$ cat src/rtl/ahb_pack.sv
// ============================================================================
// ahb_pack : shared AHB transfer enums and burst-length constants
// Rev 1.0
// ============================================================================
`default_nettype none

package ahb_pack;

   typedef enum logic [1:0] {
      HTRANS_IDLE   = 2'b00,
      HTRANS_BUSY   = 2'b01,
      HTRANS_NONSEQ = 2'b10,
      HTRANS_SEQ    = 2'b11
   } t_htrans;

   typedef enum logic [2:0] {
      HBURST_SINGLE = 3'b000,
      HBURST_INCR   = 3'b001,
      HBURST_WRAP4  = 3'b010,
      HBURST_INCR4  = 3'b011,
      HBURST_WRAP8  = 3'b100,
      HBURST_INCR8  = 3'b101,
      HBURST_WRAP16 = 3'b110,
      HBURST_INCR16 = 3'b111
   } t_hburst;

   typedef enum logic [1:0] {
      HRESP_OKAY  = 2'b00,
      HRESP_ERROR = 2'b01,
      HRESP_RETRY = 2'b10,
      HRESP_SPLIT = 2'b11
   } t_hresp;

   typedef enum logic [2:0] {
      HSIZE_BYTE  = 3'b000,
      HSIZE_HALF  = 3'b001,
      HSIZE_WORD  = 3'b010,
      HSIZE_DWORD = 3'b011
   } t_hsize;

   localparam int INCR4  = 4;
   localparam int INCR8  = 8;
   localparam int INCR16 = 16;

   function automatic logic is_fixed_incr(input logic [2:0] burst);
      return (burst == HBURST_INCR4) || (burst == HBURST_INCR8) ||
             (burst == HBURST_INCR16);
   endfunction

   // Number of SEQ beats that follow the NONSEQ of a fixed INCR burst.
   function automatic logic [3:0] burst_seq_beats(input logic [2:0] burst);
      case (burst)
         HBURST_INCR4:  return 4'(INCR4 - 1);
         HBURST_INCR8:  return 4'(INCR8 - 1);
         HBURST_INCR16: return 4'(INCR16 - 1);
         default:       return 4'd0;
      endcase
   endfunction

endpackage

`default_nettype wire

$ cat src/rtl/ahb_rr_pick.sv
// ============================================================================
// ahb_rr_pick : rotate-priority picker, searches ptr+1 .. ptr (ptr last)
// Rev 1.0
// ============================================================================
`default_nettype none

module ahb_rr_pick #(
   parameter int NUM_MGR = 4,
   parameter int MW      = 2
) (
   input  logic [NUM_MGR-1:0] req,
   input  logic [MW-1:0]      ptr,
   output logic [NUM_MGR-1:0] gnt,
   output logic               valid
);

   always_comb begin
      gnt   = '0;
      valid = 1'b0;
      for (int i = 1; i <= NUM_MGR; i++) begin
         if (!valid && req[(int'(ptr) + i) % NUM_MGR]) begin
            gnt[(int'(ptr) + i) % NUM_MGR] = 1'b1;
            valid                          = 1'b1;
         end
      end
   end

endmodule

`default_nettype wire

$ cat src/rtl/ahb_bus_arbiter.sv
// ============================================================================
// ahb_bus_arbiter : round-robin AHB arbiter with fixed-burst locking.
// Optional SPLIT masking enabled by defining AHB_ARB_SPLIT_EN.  Rev 1.0
// ============================================================================
`default_nettype none

module ahb_bus_arbiter
   import ahb_pack::*;
#(
   parameter  int NUM_MGR     = 4,
   parameter  int DEFAULT_MGR = 0,
   localparam int MW          = $clog2(NUM_MGR)
) (
   input  logic               i_hclk,
   input  logic               i_hreset_n,
   input  logic [NUM_MGR-1:0] i_hbusreq,
   input  logic [1:0]         i_htrans,
   input  logic [2:0]         i_hburst,
   input  logic               i_hready,
   input  logic [1:0]         i_hresp,
   input  logic [NUM_MGR-1:0] i_hsplit,
   output logic [NUM_MGR-1:0] o_hgrant,
   output logic [MW-1:0]      o_hmaster,
   output logic [MW-1:0]      o_hmaster_data
);

   typedef enum logic [0:0] {
      ST_OPEN   = 1'b0,
      ST_LOCKED = 1'b1
   } t_state;

   localparam logic [NUM_MGR-1:0] DEF_ONEHOT = NUM_MGR'(1) << DEFAULT_MGR;
   localparam logic [MW-1:0]      DEF_IDX    = MW'(DEFAULT_MGR);

   t_state             state, state_n;
   logic [3:0]         cnt, cnt_n;
   logic [MW-1:0]      ptr;
   logic [NUM_MGR-1:0] split_mask;
   logic [NUM_MGR-1:0] pick_gnt, win;
   logic               pick_valid, arb_edge;
   logic [MW-1:0]      pick_idx, grant_idx;

`ifdef AHB_ARB_SPLIT_EN
   logic [NUM_MGR-1:0] split_set;

   always_comb begin
      split_set = '0;
      if (!i_hready && i_hresp == HRESP_SPLIT)
         split_set[o_hmaster_data] = 1'b1;
   end

   // A release pulse and a new SPLIT on the same bit leave the bit set.
   always_ff @(posedge i_hclk or negedge i_hreset_n) begin
      if (!i_hreset_n)
         split_mask <= '0;
      else
         split_mask <= (split_mask & ~i_hsplit) | split_set;
   end
`else
   logic unused_hsplit;
   assign split_mask    = '0;
   assign unused_hsplit = &{1'b0, i_hsplit};
`endif

   ahb_rr_pick #(
      .NUM_MGR (NUM_MGR),
      .MW      (MW)
   ) u_pick (
      .req   (i_hbusreq & ~split_mask),
      .ptr   (ptr),
      .gnt   (pick_gnt),
      .valid (pick_valid)
   );

   always_comb begin
      pick_idx  = DEF_IDX;
      grant_idx = DEF_IDX;
      for (int k = 0; k < NUM_MGR; k++) begin
         if (pick_gnt[k]) pick_idx  = MW'(k);
         if (o_hgrant[k]) grant_idx = MW'(k);
      end
   end

   always_comb begin
      state_n  = state;
      cnt_n    = cnt;
      arb_edge = 1'b0;
      win      = '0;
      if (pick_valid)
         win = pick_gnt;
      else if (!split_mask[DEFAULT_MGR])
         win = DEF_ONEHOT;
      case (state)
         ST_OPEN: begin
            if (i_hready && i_htrans == HTRANS_NONSEQ && is_fixed_incr(i_hburst)) begin
               state_n = ST_LOCKED;
               cnt_n   = burst_seq_beats(i_hburst);
            end else if (i_hready) begin
               arb_edge = 1'b1;
            end
         end
         ST_LOCKED: begin
            // Abort on the first (wait) cycle of a two-cycle response.
            if (!i_hready && i_hresp != HRESP_OKAY) begin
               state_n = ST_OPEN;
               cnt_n   = 4'd0;
            end else if (i_hready && i_htrans == HTRANS_SEQ) begin
               cnt_n = cnt - 4'd1;
               if (cnt == 4'd1) begin
                  state_n  = ST_OPEN;
                  arb_edge = 1'b1;
               end
            end
         end
         default: begin
            state_n = ST_OPEN;
            cnt_n   = 4'd0;
         end
      endcase
   end

   always_ff @(posedge i_hclk or negedge i_hreset_n) begin
      if (!i_hreset_n) begin
         state          <= ST_OPEN;
         cnt            <= 4'd0;
         ptr            <= DEF_IDX;
         o_hgrant       <= DEF_ONEHOT;
         o_hmaster      <= DEF_IDX;
         o_hmaster_data <= DEF_IDX;
      end else begin
         state <= state_n;
         cnt   <= cnt_n;
         if (arb_edge) begin
            o_hgrant <= win;
            if (pick_valid)
               ptr <= pick_idx;
         end
         if (i_hready) begin
            o_hmaster      <= grant_idx;
            o_hmaster_data <= o_hmaster;
         end
      end
   end

endmodule

`default_nettype wire
$ cat config.mk
export PLATFORM = sky130hd
export DESIGN_NAME = ahb_bus_arbiter
export DESIGN_NICKNAME = d
export VERILOG_FILES = /design/src/rtl/ahb_pack.sv /design/src/rtl/ahb_rr_pick.sv /design/src/rtl/ahb_bus_arbiter.sv
export SDC_FILE = /design/constraint.sdc
export NUM_CORES = 1
export LEC_CHECK = 0
export BUFFER_PORTS_ARGS = -buffer_cell sky130_fd_sc_hd__buf_4
export CORE_MARGIN = 2
export CORE_UTILIZATION = 55
export CTS_BUF_LIST = sky130_fd_sc_hd__clkbuf_4 sky130_fd_sc_hd__clkbuf_8
export DETAILED_ROUTE_END_ITERATION = 8
export PLACE_DENSITY_LB_ADDON = 0.08
export SYNTH_ARGS = -nofsm -noshare
export SYNTH_HDL_FRONTEND = slang
export SYNTH_SLANG_ARGS = --single-unit
$ cat constraint.sdc
create_clock -name i_hclk -period 2.7 [get_ports i_hclk]
set_input_delay 0.54 -clock i_hclk [delete_from_list [all_inputs] [get_ports i_hclk]]
set_output_delay 0.54 -clock i_hclk [all_outputs]
set_load 0.05 [all_outputs]
* Yosys cells after proc, flatten, opt, wreduce, memory -nomap -nowiden
Cells that the tools add are included.
Widths: inputs -> output; s select.
** Word-level totals
- Flip-flop bits (word level) :: 15
- Input bits :: 18
- Output and inout bits :: 8
- Word-level logic and storage cells :: 110
** Cells by class
- Add/subtract/negate cells :: 5
- $lt $le $gt $ge :: 8
- Equal/unequal tests :: 8
- Multiplexer cells :: 51
- Bitwise logic cells :: 8
- Reductions and logical operators :: 24
** Operators by type and width (number)
- $mux 4 :: 8
- $mux 1 :: 27
- $lt 3x4->1 const B :: 4
- $ge 3x1->1 const B :: 4
- $or 4x4->4 :: 3
- $pmux 4 s3 :: 1
- $logic_and 1x1->1 :: 11
- $bmux 1 s2 :: 4
- $demux 1 s2 :: 4
- $mux 2 :: 4
- $pmux 4 s2 :: 1
- $reduce_or 2->1 :: 4
- $eq 3x3->1 const B :: 2
- $add 2x1->2 const B :: 2
- $add 2x2->2 const B :: 2
- $and 1x1->1 const A :: 4
- $eq 2x2->1 const B :: 2
- $eq 4x1->1 const B :: 1
- $logic_not 1->1 :: 4
- $pmux 1 s2 :: 2
- $reduce_and 2->1 :: 2
- $sub 4x1->4 const B :: 1
- $eq 3x2->1 const B :: 1
- $ne 3x1->1 const B :: 1
- 4 further kinds :: 5

* Logic depth before layout (Yosys ltp)
- Depth after elaboration :: 19
- Gate-level depth with buffers :: 8
- Mapped depth without buffers :: 7

* Modules after synthesis
From an unflattened synthesis, not the netlist that was laid out.
** Second synthesis, totals
- Cell total of the unflattened synthesis :: 133
- Area, all modules :: 1248.7 um2
** By module, submodules not included
- ahb_bus_arbiter :: instances 1, cells an instance 85, area an instance 833.3 um2, seq. area each 376.6 um2
- ahb_rr_pick :: instances 1, cells an instance 48, area an instance 415.4 um2, seq. area each 0.0 um2

* Worst setup path before layout
OpenSTA, ideal clock, no wires.
- Path type :: reg2reg
- Start :: register ptr[0]
- End :: register ptr[0]
- Setup time :: 0.083 ns
- Arrival :: 1.941 ns
- Data required time :: 2.617 ns
- Slack :: 0.676 ns
- Cell stages (with the launch flop) :: 9
- Path buffers :: 1
- Period minus slack after synthesis :: 2.024 ns
- Path through :: dfrtp_1 -> buf_6 -> inv_1 -> ha_1 -> mux4_2 -> a21oi_2 -> a21oi_1 -> a311o_1 -> o22ai_1
** On the way
- Longest elaborated chain between the ends :: 17
- Elaborated cells between the ends (all ways) :: 65
- Classes of those cells :: add/sub: 4; order compare: 8; mux: 31; bitwise: 7; reduce/logical: 15
** RTL lines
- start: declaration :: line ahb_bus_arbiter.sv:37 : logic [MW-1:0] ptr;
- start signal: assignment :: line ahb_bus_arbiter.sv:136 : ptr <= pick_idx;
- $add 2x1->2 :: line ahb_rr_pick.sv:21, ahb_rr_pick.sv:22
- $reduce_or 2->1 (no line) or $bmux 1 s2 (tied branches)
- $and 1x1->1 (no line) or $mux 1 (tied branches)
- $lt 3x4->1 (not written as such) (tied with other cells) :: line ahb_rr_pick.sv:22 : gnt[(int'(ptr) + i) % NUM_MGR] = 1'b1;
- $logic_and 1x1->1 (not written as such) or $mux 1 (tied branches) :: line ahb_rr_pick.sv:22, ahb_rr_pick.sv:21
- $mux 1 (not written as such) or $logic_not 1->1 (tied branches) :: line ahb_rr_pick.sv:22, ahb_rr_pick.sv:21
- $demux 1 s2 or $logic_and 1x1->1 (tied branches)
- $mux 4 or $mux 1 (tied branches) :: line ahb_rr_pick.sv:21 : if (!valid && req[(int'(ptr) + i) % NUM_MGR]) begin
- $or 4x4->4 (no line) or $logic_not 1->1 (tied branches)
- $mux 4 or $logic_and 1x1->1 (tied branches) :: line ahb_rr_pick.sv:21
- $or 4x4->4 (no line) or $mux 1 (tied branches)
- $mux 4 or $logic_not 1->1 (tied branches) :: line ahb_rr_pick.sv:21
- $or 4x4->4 (no line) or $logic_and 1x1->1 (tied branches)
- $mux 4 :: line ahb_rr_pick.sv:21
- $mux 1 :: line ahb_bus_arbiter.sv:79 : if (pick_gnt[k]) pick_idx = MW'(k);
- $mux 2 (2 in series) :: line ahb_bus_arbiter.sv:79
Parallel ways exist; a longest one is shown, timed or not. The select of a mux whose other input is x is not followed.
A chain may end at the register's enable or synchronous reset.

* Worst setup path in the final report
- Start :: register ptr[1]
- End :: register ptr[0]
Same word-level chain as after synthesis.

==> results.txt <==
- Outcome: complete, no violations
- Summed over all instances, the cell type with the most area after synthesis is sky130_fd_sc_hd__dfrtp_1.
- Seq cells post-synth: 15
- Count of nets after finishing: 174
* Upper clock frequency limit: 430 MHz
- Share of synthesized registers carrying an async set or reset: 100%
- The worst register-to-register path has a depth of 7.
- Core area: 0.00194 mm²
- Post-synthesis cell type count: 34
- Measured along the x axis, the die boundary spans 49.2 µm.
- Final-report setup violation count: 0
* Proportion of power drawn by combinational gates: 63.2%
- Sequential cell fraction of total power: 27.0%
- Hold WC Path Type: primary input to asynchronous set/reset pin
- Synthesis produced a netlist whose cell count is 121.
- Clk Latency, worst-skew pair: 0.28 ns
- At the pin with the least slew margin, the transition time is 0.841 ns.
- Cts repair resizes: 0
- The finished cells cover 0.00134 mm².
* Average size of a mapped cell: 9.28 µm²
* Cell Rows: 16
- Clock tree synthesis selected as its root buffer the cell sky130_fd_sc_hd__clkbuf_4.
- The die is 49.2 µm tall.
- Pin count of the biggest net entering global routing: 16
- After detailed routing, the number of remaining DRC violations is 0.
- In this run the worst path has a maximum fanout of 9.
- Number of enable-type register cells in the synthesized netlist: 0
- IR analysis of the VDD net gives a maximum drop of 0.519 mV.
- Net Count, Synth: 149
* Top cells by area in the synthesized netlist: sky130_fd_sc_hd__dfrtp_1 (31%), sky130_fd_sc_hd__ha_1 (11%), sky130_fd_sc_hd__mux4_2 (6.0%)
- Ratio of total power to cell area: 1080 mW/mm²
* Critical Path Max Stage Delay: 0.55 ns
- The final critical path takes up 86.1% of the cycle.
- The clock drives 15 sinks.
- Sw frac: 48.8%
- The total count of hold-check failures in the final report was 0.
* Category of the most critical setup path: flop to flop
- After synthesis, flip-flops and latches occupy 33.6% of the total area.
- Worst path required time: 2.85 ns
- Critical path endpoint category: flop
* Clk_skew: 0.000846 ns
* Unrepaired setup endpoints after global routing: no
* Tmin final: 2.33 ns
- The number of clock buffers added by TritonCTS is 3.
- TritonCTS built the clock tree.
- Critical-path cell with the highest stage delay: sky130_fd_sc_hd__dfrtp_1
* Instance count after placement with tap cells included: 168
- Arrival time at the worst endpoint: 2.48 ns
* Net Sw Power: 0.703 mW
- Number of top-level pins: 26
- Cell class contributing the biggest share of worst-path delay: compound AO/OA/AOI/OAI gates
- In the synthesized netlist the dominant register cell turns out to be sky130_fd_sc_hd__dfrtp_1.
- Post-Layout Cell Count: 172
- The clock network burns 9.7% of the power.
* Worst max-slew margin expressed relative to the limit: 43.5%
- Once the floorplan was initialized, standard cells occupied 57.8% of the core.
- Number of vias after detailed routing: 982
- Adding up every negative setup slack in the final design gives 0 ns.
* Die area: 0.00242 mm²
- The initial antenna violation count came to 0.
* Combined area of all synthesized cells: 0.00112 mm²
- Fraction of layout instances using a drive strength above 1: 24.1%
- The number of antenna diodes in the final layout is 0.
- Summed over all cells, the static leakage comes to 0.606 nW.
- Drt wl/cell: 13.8 µm
- Remaining antenna violation count: 0
- CTS H-tree lvls: 1
- Routability congestion estimate from global placement: 0.904
- Detailed placement finished with a half-perimeter wire length of 1.81 mm.
- Timing analysis after detailed placement gives a worst setup slack of 0.449 ns.
- Sum of buffers and inverters on the critical path: 1
* Internal reg-to-reg setup slack: 0.37 ns
* Most common cell on crit path: sky130_fd_sc_hd__a21oi_1
- After global routing the overflow that remains totals 0.
- In the post-route analysis, the smallest setup slack over all paths is 0.374 ns.
- Internal power comes to 0.737 mW.
- The most common cell in the synthesized netlist is sky130_fd_sc_hd__dfrtp_1.
* Vias in the first global route: 982
- First DRT Iteration DRCs: 28
- In this run the post-CTS setup repair buffer count came out at 0.
* Warnings from Yosys: 0
- Total power draw: 1.44 mW
* Total Routed Length: 2.37 mm
- The worst setup path is launched from a flop.
- For this run, the total global-route usage over all layers was measured as 22.6%.
- Area share of the largest cell type after synthesis: 31.2%
- From synthesis to final layout, the design area changed by 19.1%.
* I/O Buffers: 21
- The endpoint identified for the worst register-to-register timing path is ptr[0].
* FF-to-FF Start: ptr[1]
- The longest clock path from root to sink contains 2 buffers.
* Wire length of the first global-routing pass: 4.30 mm
- Using the TritonRoute via totals, the vias-per-cell ratio works out to 5.71.
* Clock transition time at the flip-flop clock pins of the worst setup and hold paths: 0.09 ns
- Post-DP Area: 0.00131 mm²
* Number of max-capacitance violations reported: 0
* Chain of cells forming the critical path: inv_1, ha_1, mux4_2, a21oi_1, a21oi_1, a211oi_1, o22ai_1
- Quantity of hold-fixing buffers added after cts: 0
- Commonest cells in the netlist: sky130_fd_sc_hd__dfrtp_1 (14), sky130_fd_sc_hd__o21ai_0 (13), sky130_fd_sc_hd__a21oi_1 (12), sky130_fd_sc_hd__nand2_1 (11)
- Final Max Tran Viols: 0
- The first detailed-routing pass took 4 iterations.
cells by family (layout without fill, tap and decap cells):
logic type | after synthesis | count (layout) | share of synthesized area [%]
adders and majority gates | 10 | 10 | 11.1
buffers and inverters | 8 | 32 | 3.34
and+or+nand+nor | 43 | 43 | 20.1
muxes | 9 | 9 | 13.2
DFF | 15 | 15 | 33.6
AOI/OAI and AO/OA | 36 | 36 | 18.7
flip-flops by register name (all words and copies together) (netlist names):
signal,flops
cnt,4
o_hgrant,4
o_hmaster,2
o_hmaster_data,2
ptr,2
state,1
routing by layer:
| layer | global-route usage, % | vias up | wire length (µm) | share of wire (%) |
|---|---|---|---|---|
| met3 | 3.68 | 2 | 116 | 4.9 |
| met1 | 29.6 | 461 | 1050 | 44 |
| met2 | 38.5 | 29 | 1200 | 50 |
| li1 | - | 490 | - | - |
| met5 | 0 | - | 0 | 0 |
| met4 | 6.19 | 0 | 12 | 0.51 |
layout make-up:
class / count / area [µm²]
fillers: 164 / 606
inverters: 6 / 22.5
flip-flops and latches: 15 / 377
well taps: 27 / 33.8
repair buffers: 22 / 165
clock buffers: 4 / 30.0
multi-input cells: 98 / 708
worst max-delay path by stage:
stage,from,to,slack [ns],cells past startpoint
floorplan,ptr[0],ptr[0],0.68,8
global placement,ptr[1],ptr[0],0.55,7
detailed placement,ptr[1],ptr[0],0.45,7
CTS,ptr[1],ptr[0],0.41,7
global route,ptr[1],ptr[0],0.21,7
finish,ptr[1],ptr[0],0.37,7
stage by stage:
step,hold WS (ns),util (%)
after floorplan,0.244,-
after global routing,0.100,68.8
after detailed placement,0.403,67.3
final,0.0924,68.8
after global placement,0.399,67.3
after CTS,0.0912,68.8
power by group through the flow:
stage                     combinational (mW)  sequential (mW)  clock [mW]
final                                  0.911            0.390       0.140
after global routing                   0.985            0.402       0.151
after CTS                              0.903            0.390       0.143
after detailed placement               0.897            0.395           0
after global placement                 0.861            0.387           0
after floorplan                        0.487            0.576           0
placed cells by master (no fill, tap or decap), types with 3 or more instances in the layout:
| cell type | netlist | layout |
|---|---|---|
| sky130_fd_sc_hd__a21oi_1 | 12 | 12 |
| sky130_fd_sc_hd__buf_4 | 0 | 22 |
| sky130_fd_sc_hd__clkbuf_4 | 0 | 4 |
| sky130_fd_sc_hd__dfrtp_1 | 14 | 14 |
| sky130_fd_sc_hd__ha_1 | 10 | 10 |
| sky130_fd_sc_hd__inv_1 | 6 | 6 |
| sky130_fd_sc_hd__mux2_2 | 3 | 3 |
| sky130_fd_sc_hd__mux4_2 | 3 | 3 |
| sky130_fd_sc_hd__nand2_1 | 11 | 11 |
| sky130_fd_sc_hd__nand2b_1 | 4 | 4 |
| sky130_fd_sc_hd__nand3b_1 | 3 | 3 |
| sky130_fd_sc_hd__nor2_1 | 10 | 10 |
| sky130_fd_sc_hd__nor2b_1 | 3 | 3 |
| sky130_fd_sc_hd__o21ai_0 | 13 | 13 |
Note: power is estimated with default switching activity, not from simulation.
